<file path="src/rtl/msg_dispatch_controller.sv">
// msg_dispatch_controller
// Routes bytes from the serial message receiver into the particle RAM or the
// map RAM, pulses a ready flag once a whole message has landed, and rejects
// particle messages that arrive while the filter core owns the particle RAM.
// Optional feature: define DISPATCH_DROP_COUNT_EN to build the saturating
// drop counter; otherwise drop_count is a constant 0.
module msg_dispatch_controller #(
    parameter int PARTICLE_BYTES = 16,
    parameter int MAP_BYTES      = 64,
    parameter int ADDR_W         = 8
) (
    input  logic              clk,
    input  logic              reset,
    input  logic [7:0]        msg_byte,
    input  logic              msg_valid,
    input  logic              particle_data_flag,
    input  logic              map_data_flag,
    input  logic              core_busy,
    output logic              pwr_en,
    output logic [ADDR_W-1:0] pwr_addr,
    output logic [7:0]        pwr_data,
    output logic              mwr_en,
    output logic [ADDR_W-1:0] mwr_addr,
    output logic [7:0]        mwr_data,
    output logic              particle_ready,
    output logic              map_ready,
    output logic              loading,
    output logic [7:0]        drop_count
);

    localparam int CW = ADDR_W + 1;
    localparam logic [CW-1:0] P_LAST = CW'(PARTICLE_BYTES - 1);
    localparam logic [CW-1:0] M_LAST = CW'(MAP_BYTES - 1);

    typedef enum logic [2:0] {IDLE, P_LOAD, M_LOAD, P_DROP, COMMIT} state_t;

    state_t        state, state_next;
    logic [CW-1:0] count, count_next;
    logic          commit_particle, commit_particle_next;
    logic          p_wr, m_wr, drop_inc;

    // State register; reset abandons any partial message
    always_ff @(posedge clk) begin
        if (!reset) state <= IDLE;
        else        state <= state_next;
    end

    // Next-state logic plus the byte-count and write/drop decisions for this cycle
    always_comb begin
        state_next           = state;
        count_next           = count;
        commit_particle_next = commit_particle;
        p_wr                 = 1'b0;
        m_wr                 = 1'b0;
        drop_inc             = 1'b0;
        case (state)
            IDLE: begin
                if (msg_valid && particle_data_flag) begin
                    commit_particle_next = 1'b1;
                    count_next           = CW'(1);
                    if (core_busy) begin
                        if (P_LAST == '0) begin
                            drop_inc   = 1'b1;
                            count_next = '0;
                        end else begin
                            state_next = P_DROP;
                        end
                    end else begin
                        p_wr       = 1'b1;
                        state_next = (P_LAST == '0) ? COMMIT : P_LOAD;
                    end
                end else if (msg_valid && map_data_flag) begin
                    commit_particle_next = 1'b0;
                    count_next           = CW'(1);
                    m_wr                 = 1'b1;
                    state_next           = (M_LAST == '0) ? COMMIT : M_LOAD;
                end
            end
            P_LOAD: begin
                if (core_busy || (msg_valid && !particle_data_flag)) begin
                    drop_inc   = 1'b1;
                    count_next = '0;
                    state_next = IDLE;
                end else if (msg_valid) begin
                    p_wr       = 1'b1;
                    count_next = count + CW'(1);
                    if (count == P_LAST) state_next = COMMIT;
                end
            end
            M_LOAD: begin
                if (msg_valid && !map_data_flag) begin
                    drop_inc   = 1'b1;
                    count_next = '0;
                    state_next = IDLE;
                end else if (msg_valid) begin
                    m_wr       = 1'b1;
                    count_next = count + CW'(1);
                    if (count == M_LAST) state_next = COMMIT;
                end
            end
            P_DROP: begin
                if (msg_valid) begin
                    if (count == P_LAST) begin
                        drop_inc   = 1'b1;
                        count_next = '0;
                        state_next = IDLE;
                    end else begin
                        count_next = count + CW'(1);
                    end
                end
            end
            COMMIT: begin
                count_next = '0;
                state_next = IDLE;
            end
            default: begin
                count_next = '0;
                state_next = IDLE;
            end
        endcase
    end

    // Output logic: ready pulses come from COMMIT, which coincides with the last write strobe
    always_comb begin
        loading        = (state != IDLE);
        particle_ready = (state == COMMIT) && commit_particle;
        map_ready      = (state == COMMIT) && !commit_particle;
    end

    // Registered write ports and byte count; address and data hold between strobes
    always_ff @(posedge clk) begin
        if (!reset) begin
            count           <= '0;
            commit_particle <= 1'b0;
            pwr_en          <= 1'b0;
            pwr_addr        <= '0;
            pwr_data        <= '0;
            mwr_en          <= 1'b0;
            mwr_addr        <= '0;
            mwr_data        <= '0;
        end else begin
            count           <= count_next;
            commit_particle <= commit_particle_next;
            pwr_en          <= p_wr;
            mwr_en          <= m_wr;
            if (p_wr) begin
                pwr_addr <= count[ADDR_W-1:0];
                pwr_data <= msg_byte;
            end
            if (m_wr) begin
                mwr_addr <= count[ADDR_W-1:0];
                mwr_data <= msg_byte;
            end
        end
    end

`ifdef DISPATCH_DROP_COUNT_EN
    logic [7:0] drop_q;

    // Saturating count of rejected and aborted messages
    always_ff @(posedge clk) begin
        if (!reset)                          drop_q <= '0;
        else if (drop_inc && drop_q != 8'hFF) drop_q <= drop_q + 8'd1;
    end

    assign drop_count = drop_q;
`else
    logic drop_unused;
    assign drop_unused = drop_inc;
    assign drop_count  = 8'd0;
`endif

endmodule

</file>
<file path="config.mk">
export PLATFORM = sky130hd
export DESIGN_NAME = msg_dispatch_controller
export DESIGN_NICKNAME = d
export VERILOG_FILES = /design/src/rtl/msg_dispatch_controller.sv
export SDC_FILE = /design/constraint.sdc
export NUM_CORES = 1
export LEC_CHECK = 0
export ABC_CLOCK_PERIOD_IN_PS = 2600
export BUFFER_PORTS_ARGS = -buffer_cell sky130_fd_sc_hd__buf_2
export CORE_UTILIZATION = 48
export CTS_BUF_LIST = sky130_fd_sc_hd__clkbuf_16
export DETAILED_ROUTE_END_ITERATION = 7
export PLACE_DENSITY = 0.78
export SETUP_SLACK_MARGIN = 0.15
export SYNTH_ARGS = -nofsm -noshare
export SYNTH_HDL_FRONTEND = slang
export SYNTH_SLANG_ARGS = --single-unit
</file>
<file path="constraint.sdc">
create_clock -name clk -period 2.6 [get_ports clk]
set_input_delay 0.52 -clock clk [delete_from_list [all_inputs] [get_ports clk]]
set_output_delay 0.52 -clock clk [all_outputs]
set_load 0.01 [all_outputs]
</file>
# [Word level (Yosys, flattened, before mapping)]
# Index checks and enable logic that the tools add are counted.
[word_totals] word_cells=70 output_inout_bits=45 ff_bits=47 input_bits=14
[op_classes] n_reduce_logical=16 eq_ne=13 n_addsub=1 n_mux=31
[ops] operator="9-bit 2-to-1 mux" count=7
[ops] operator="9-bit case mux with 4 select lines" count=1
[ops] operator="3-bit 2-to-1 mux" count=10
[ops] operator="3-bit != test, second input constant" count=5
[ops] operator="3-bit case mux with 4 select lines" count=1
[ops] operator="9-bit by 1-bit adder with 9-bit output, second input constant" count=1
[ops] operator="9-bit by 4-bit == test with 1-bit output, second input constant" count=1
[ops] operator="9-bit by 6-bit == test with 1-bit output, second input constant" count=1
[ops] operator="1-bit 2-to-1 mux" count=9
[ops] operator="7-bit AND reduction" count=1
[ops] operator="3-bit by 2-bit == test with 1-bit output, second input constant" count=2
[ops] operator="1-bit logical AND" count=6
[ops] operator="2-bit != test, second input constant" count=2
[ops] operator="1-bit case mux with 2 select lines" count=2
[ops] operator="2-bit AND reduction" count=2
[ops] operator="3-bit by 1-bit == test with 1-bit output, second input constant" count=1
[ops] operator="3-bit == test, second input constant" count=1
[ops] operator="1-bit logical NOT" count=3
[ops] operator="3-bit logical NOT" count=1
[ops] operator="3-bit nonzero test" count=1
[ops] operator="2-bit 2-to-1 mux" count=1
[ops] operator="2-bit nonzero test" count=1
[ops] operator="1-bit logical OR" count=1

# [Logic depth before layout (Yosys ltp)]
[depth] ltp_word=5 mapped_depth=7 mapped_depth_nobuf=6

# [Worst setup path before layout]
# No wires, ideal clock.
[synth_path] path_kind="register -> register" from="register count[1]" to="register count[3]" path_buffers=0 synth_period_minus_slack_ns=1.668 stages_incl_launch_ff=7 arrival_time_ns=1.545 setup_slack_ns=0.932 t_required_ns=2.477 setup_ns=0.123 cell_sequence="dfxtp_1 -> ha_1 -> nand3_1 -> o41ai_4 -> nand3_2 -> a41oi_1 -> o21ai_1"
[synth_between] elab_chain_len=4 word_cells_on_any_way=8 classes_between="add/sub (1); eq/ne (1); mux (6)"
[synth_rtl] element="start: declaration" line_no="38" text="logic [CW-1:0] count, count_next;"
[synth_rtl] element="start signal: assignment" line_no="142" text="count <= count_next;"
[synth_rtl] element="9-bit by 1-bit adder with 9-bit output or 9-bit by 4-bit == test with 1-bit output (tied branches)"
[synth_rtl] element="9-bit 2-to-1 mux, on equally long branches" line_no="103, 84, 95"
[synth_rtl] element="9-bit 2-to-1 mux, on equally long branches" line_no="102, 80, 91"
[synth_rtl] element="9-bit case mux with 4 select lines *" line_no="56" text="case (state)"
# Every way passes the cells marked *; elsewhere a longest branch is shown, timed or not. The select of a mux whose other input is x is not followed.
# A chain may end at the register's enable or synchronous reset.

# [Worst setup path after layout]
[layout_path] from="register state[2]" to="output port map_ready"
[layout_between] elab_chain_len=2
[layout_rtl] element="start: declaration" line_no="37" text="state_t state, state_next;"
[layout_rtl] element="start signal: assignment" line_no="45" text="else state <= state_next;"
[layout_rtl] element="3-bit == test" line_no="127" text="map_ready = (state == COMMIT) && !commit_particle;"
[layout_rtl] element="1-bit logical AND" line_no="127"
[layout_rtl] element="end: declaration" line_no="26" text="output logic map_ready,"
# Every way passes these cells.

==> flow_metrics.env <==
export IMPL_dp_hpwl_um=3530
export IMPL_cts_repair_resized=0
export IMPL_status="finished, violations left"
export IMPL_crit_fanout=14
export IMPL_synth_edf_count=0
export IMPL_io_buffers=50
export IMPL_cp_num_buf_inv=2
export IMPL_cts_setup_buffers=0
export IMPL_dieArea_um2=4970
export IMPL_max_slew_worst_pin_slew_ns=0.624
export IMPL_post_route_period_util_pct=89.1
export IMPL_final_area_um2=2650
export IMPL_ys_warnings_count=0
export IMPL_synth_cell_area_um2=2250
export IMPL_vias_per_cell=5.71
export IMPL_ant_nets=0
export IMPL_ys_async_sr_fraction_pct=0
export IMPL_routed_wire_length_per_instance_um=14.3
export IMPL_antenna_violations_before_repair=0
export IMPL_grt_overflow_total=0
export IMPL_first_iter_violations=209
export IMPL_holdCritPathClass="flop to flop"
export IMPL_power_static_leakage_nw=1.20
export IMPL_finalHoldViolCount=0
export IMPL_req_time_crit_path_ns=2.08
export IMPL_timing_reg2reg_setup_slack_ns=0.57
export IMPL_ys_seq_area_share_pct=41.8
export IMPL_timing_final_setup_violations=0
export IMPL_maxCapViolations=0
export IMPL_worstSetupStartpointType="flop"
export IMPL_failing_checks="DRC"
export IMPL_power_density_normalized_to_cell_area_nw_per_um2=727
export IMPL_cts_root_buf="sky130_fd_sc_hd__clkbuf_16"
export IMPL_critical_path_class="flop to primary output"
export IMPL_path_cells="inv_1 > nor4_1 > buf_2"
export IMPL_worst_slew_margin_rel_pct=58.0
export IMPL_die_h_um=70.5
export IMPL_critPathCaptureType="primary output"
export IMPL_tritoncts="done"
export IMPL_synth_cells=272
export IMPL_place_ws_ns=0.614
export IMPL_clock_sinks=47
export IMPL_critical_path_max_stage_delay_ns=0.72
export IMPL_tritoncts_num_buffers=5
export IMPL_syn_avg_cell_area_um2=8.28
export IMPL_grt_pass1_wl_um=8450
export IMPL_hold_buffer_count_at_cts=0
export IMPL_layout_core_utilization_pct=59.6
export IMPL_timing_critical_path_slowest_stage_cell="sky130_fd_sc_hd__dfxtp_1"
export IMPL_ff_latch_count_synth=47
export IMPL_clk_latency_ns=0.29
export IMPL_cts_htree_levels=2
export IMPL_layout_cells_non_filler=367
export IMPL_finClkSkew_ns=0.00458
export IMPL_vdd_ir_drop_max_mv=0.471
export IMPL_fin_ws_ns=0.284
export IMPL_vias_in_the_first_global_route=1781
export IMPL_setup_total_negative_slack_ns=0
export IMPL_worst_path_dominant_cell_family="flip-flops"
export IMPL_dpl_instance_area_um2=2460
export IMPL_grt_start_max_net_pins=28
export IMPL_die_width_um=70.5
export IMPL_area_delta_synth_final_pct=17.7
export IMPL_antenna_cells=0
export IMPL_final_layout_size_suffix_gt1_share_pct=21.9
export IMPL_rsz_0062_raised_after_global_routing="no"
export IMPL_placedCellCount=359
export IMPL_postRouteWirelength_um=5250
export IMPL_synth_cell_types=51
export IMPL_dr_pass1_iters=8
export IMPL_floorplan_initialDensity_pct=50.6
export IMPL_detailroute_via_count=2097
export IMPL_clock_tree_buffer_depth=2
export IMPL_number_of_nets_at_the_end_of_the_flow=329
export IMPL_gpl_final_weighted_congestion=0.898
export IMPL_clock_fmax_mhz=432
export IMPL_critPathArrivalTime_ns=1.80
export IMPL_drc_errors=4
export IMPL_final_min_clock_period_ns=2.32
export IMPL_maxSlewViolCount=0
export IMPL_clock_pin_slew_of_the_registers_on_the_worst_case_setup_and_hold_paths_ns=0.06
export IMPL_floorplan_rows=24
export IMPL_synth_ff_type="sky130_fd_sc_hd__dfxtp_1"
export IMPL_grt_use_total_pct=21.7
export IMPL_filler_cell_count=387
export IMPL_io_pin_count=59
export IMPL_placeableCoreArea_um2=4440
==> layout make-up <==
cell class	instances	area, um2	share of cell area [%]
multi-input cells	200	1150	43.6
repair buffers	53	273	10.3
flip-flops and latches	47	941	35.5
inverters	7	26.3	0.992
clock buffers	5	125	4.72
well taps	52	65.1	2.46
clock inverters	3	63.8	2.41
==> metrics by stage <==
step / total power, mW / hold slack, ns
after global placement: 1.11 / 0.439
after floorplan: 1.05 / 0.453
after global routing: 2.00 / 0.465
final: 1.92 / 0.450
after CTS: 1.93 / 0.452
after detailed placement: 1.12 / 0.443
==> worst min-delay path: stages, from the launching register on <==
cell,delay [ns]
sky130_fd_sc_hd__dfxtp_1,0.30
sky130_fd_sc_hd__nand2_1,0.05
sky130_fd_sc_hd__a21oi_1,0.05
==> report_power, final <==
| part | total [mW] | leakage [nW] | internal [mW] | switching (mW) |
|---|---|---|---|---|
| Combinational | 0.314 | 0.727 | 0.114 | 0.200 |
| Sequential | 0.799 | 0.381 | 0.751 | 0.0483 |
| Clock | 0.812 | 0.0952 | 0.547 | 0.265 |
| Total | 1.92 | 1.20 | 1.41 | 0.513 |
==> layout by cell type (no fill, tap or decap), types with 4 or more instances in the layout <==
cell type / synthesis / final
sky130_fd_sc_hd__a21oi_1: 29 / 29
sky130_fd_sc_hd__buf_2: 7 / 50
sky130_fd_sc_hd__clkbuf_16: 0 / 5
sky130_fd_sc_hd__conb_1: 1 / 8
sky130_fd_sc_hd__dfxtp_1: 47 / 47
sky130_fd_sc_hd__inv_1: 7 / 8
sky130_fd_sc_hd__mux2i_1: 14 / 14
sky130_fd_sc_hd__nand2_1: 46 / 46
sky130_fd_sc_hd__nand3_1: 11 / 11
sky130_fd_sc_hd__nor2_1: 28 / 28
sky130_fd_sc_hd__o21ai_0: 8 / 8
sky130_fd_sc_hd__o31ai_1: 4 / 4
==> routing by layer <==
metal,up-vias,routed length [um],GRT usage [%]
li1,1020,-,-
met3,9,425,5.34
met4,0,71,8.39
met5,-,0,0
met2,98,2390,32.3
met1,970,2370,30.3
==> Yosys cell counts (2+ instances only) <==
cell type	n	share of area, %
sky130_fd_sc_hd__a21oi_1	29	6.4
sky130_fd_sc_hd__a31oi_1	2	0.56
sky130_fd_sc_hd__and3_1	3	0.83
sky130_fd_sc_hd__buf_2	7	1.6
sky130_fd_sc_hd__buf_4	10	3.3
sky130_fd_sc_hd__buf_6	2	1.0
sky130_fd_sc_hd__clkbuf_1	6	1.0
sky130_fd_sc_hd__dfxtp_1	47	42
sky130_fd_sc_hd__inv_1	7	1.2
sky130_fd_sc_hd__mux2i_1	14	6.2
sky130_fd_sc_hd__nand2_1	46	7.7
sky130_fd_sc_hd__nand2b_1	2	0.56
sky130_fd_sc_hd__nand3_1	11	2.4
sky130_fd_sc_hd__nand4_1	2	0.56
sky130_fd_sc_hd__nor2_1	28	4.7
sky130_fd_sc_hd__nor2b_1	2	0.56
sky130_fd_sc_hd__nor3_1	2	0.44
sky130_fd_sc_hd__nor3b_1	3	1.0
sky130_fd_sc_hd__nor4_1	2	0.56
sky130_fd_sc_hd__o211ai_1	3	1.0
sky130_fd_sc_hd__o21ai_0	8	1.8
sky130_fd_sc_hd__o2bb2ai_1	2	0.78
sky130_fd_sc_hd__o31ai_1	4	1.3
sky130_fd_sc_hd__or3_1	2	0.56
sky130_fd_sc_hd__or4_1	2	0.67
==> registers in the layout, summed over array words and instances, names as in the netlist, 3 cells and up <==
| name | cells |
|---|---|
| pwr_addr | 8 |
| state | 3 |
| mwr_data | 8 |
| count | 9 |
| mwr_addr | 8 |
| pwr_data | 8 |
==> path summary, 6_finish.rpt <==
kind	end	from	depth (start not counted)
setup / recovery	map_ready	state[2]	3
hold / removal	pwr_addr[0]	pwr_addr[0]	2
setup reg to reg	count[7]	state[1]	5
hold reg to reg	pwr_addr[0]	pwr_addr[0]	2
==> cell families after synthesis <==
family                   Yosys count  share of synthesized area (%)
flip-flops                        47                           41.8
other                              1                          0.167
buffers and inverters             32                           8.06
AND/OR/NAND/NOR                  115                           25.1
adder cells (fa/ha/maj)            1                          0.556
multiplexers                      14                           6.23
AO/OA/AOI/OAI                     62                           18.1
No activity file was read; power rests on OpenSTA's default activity.
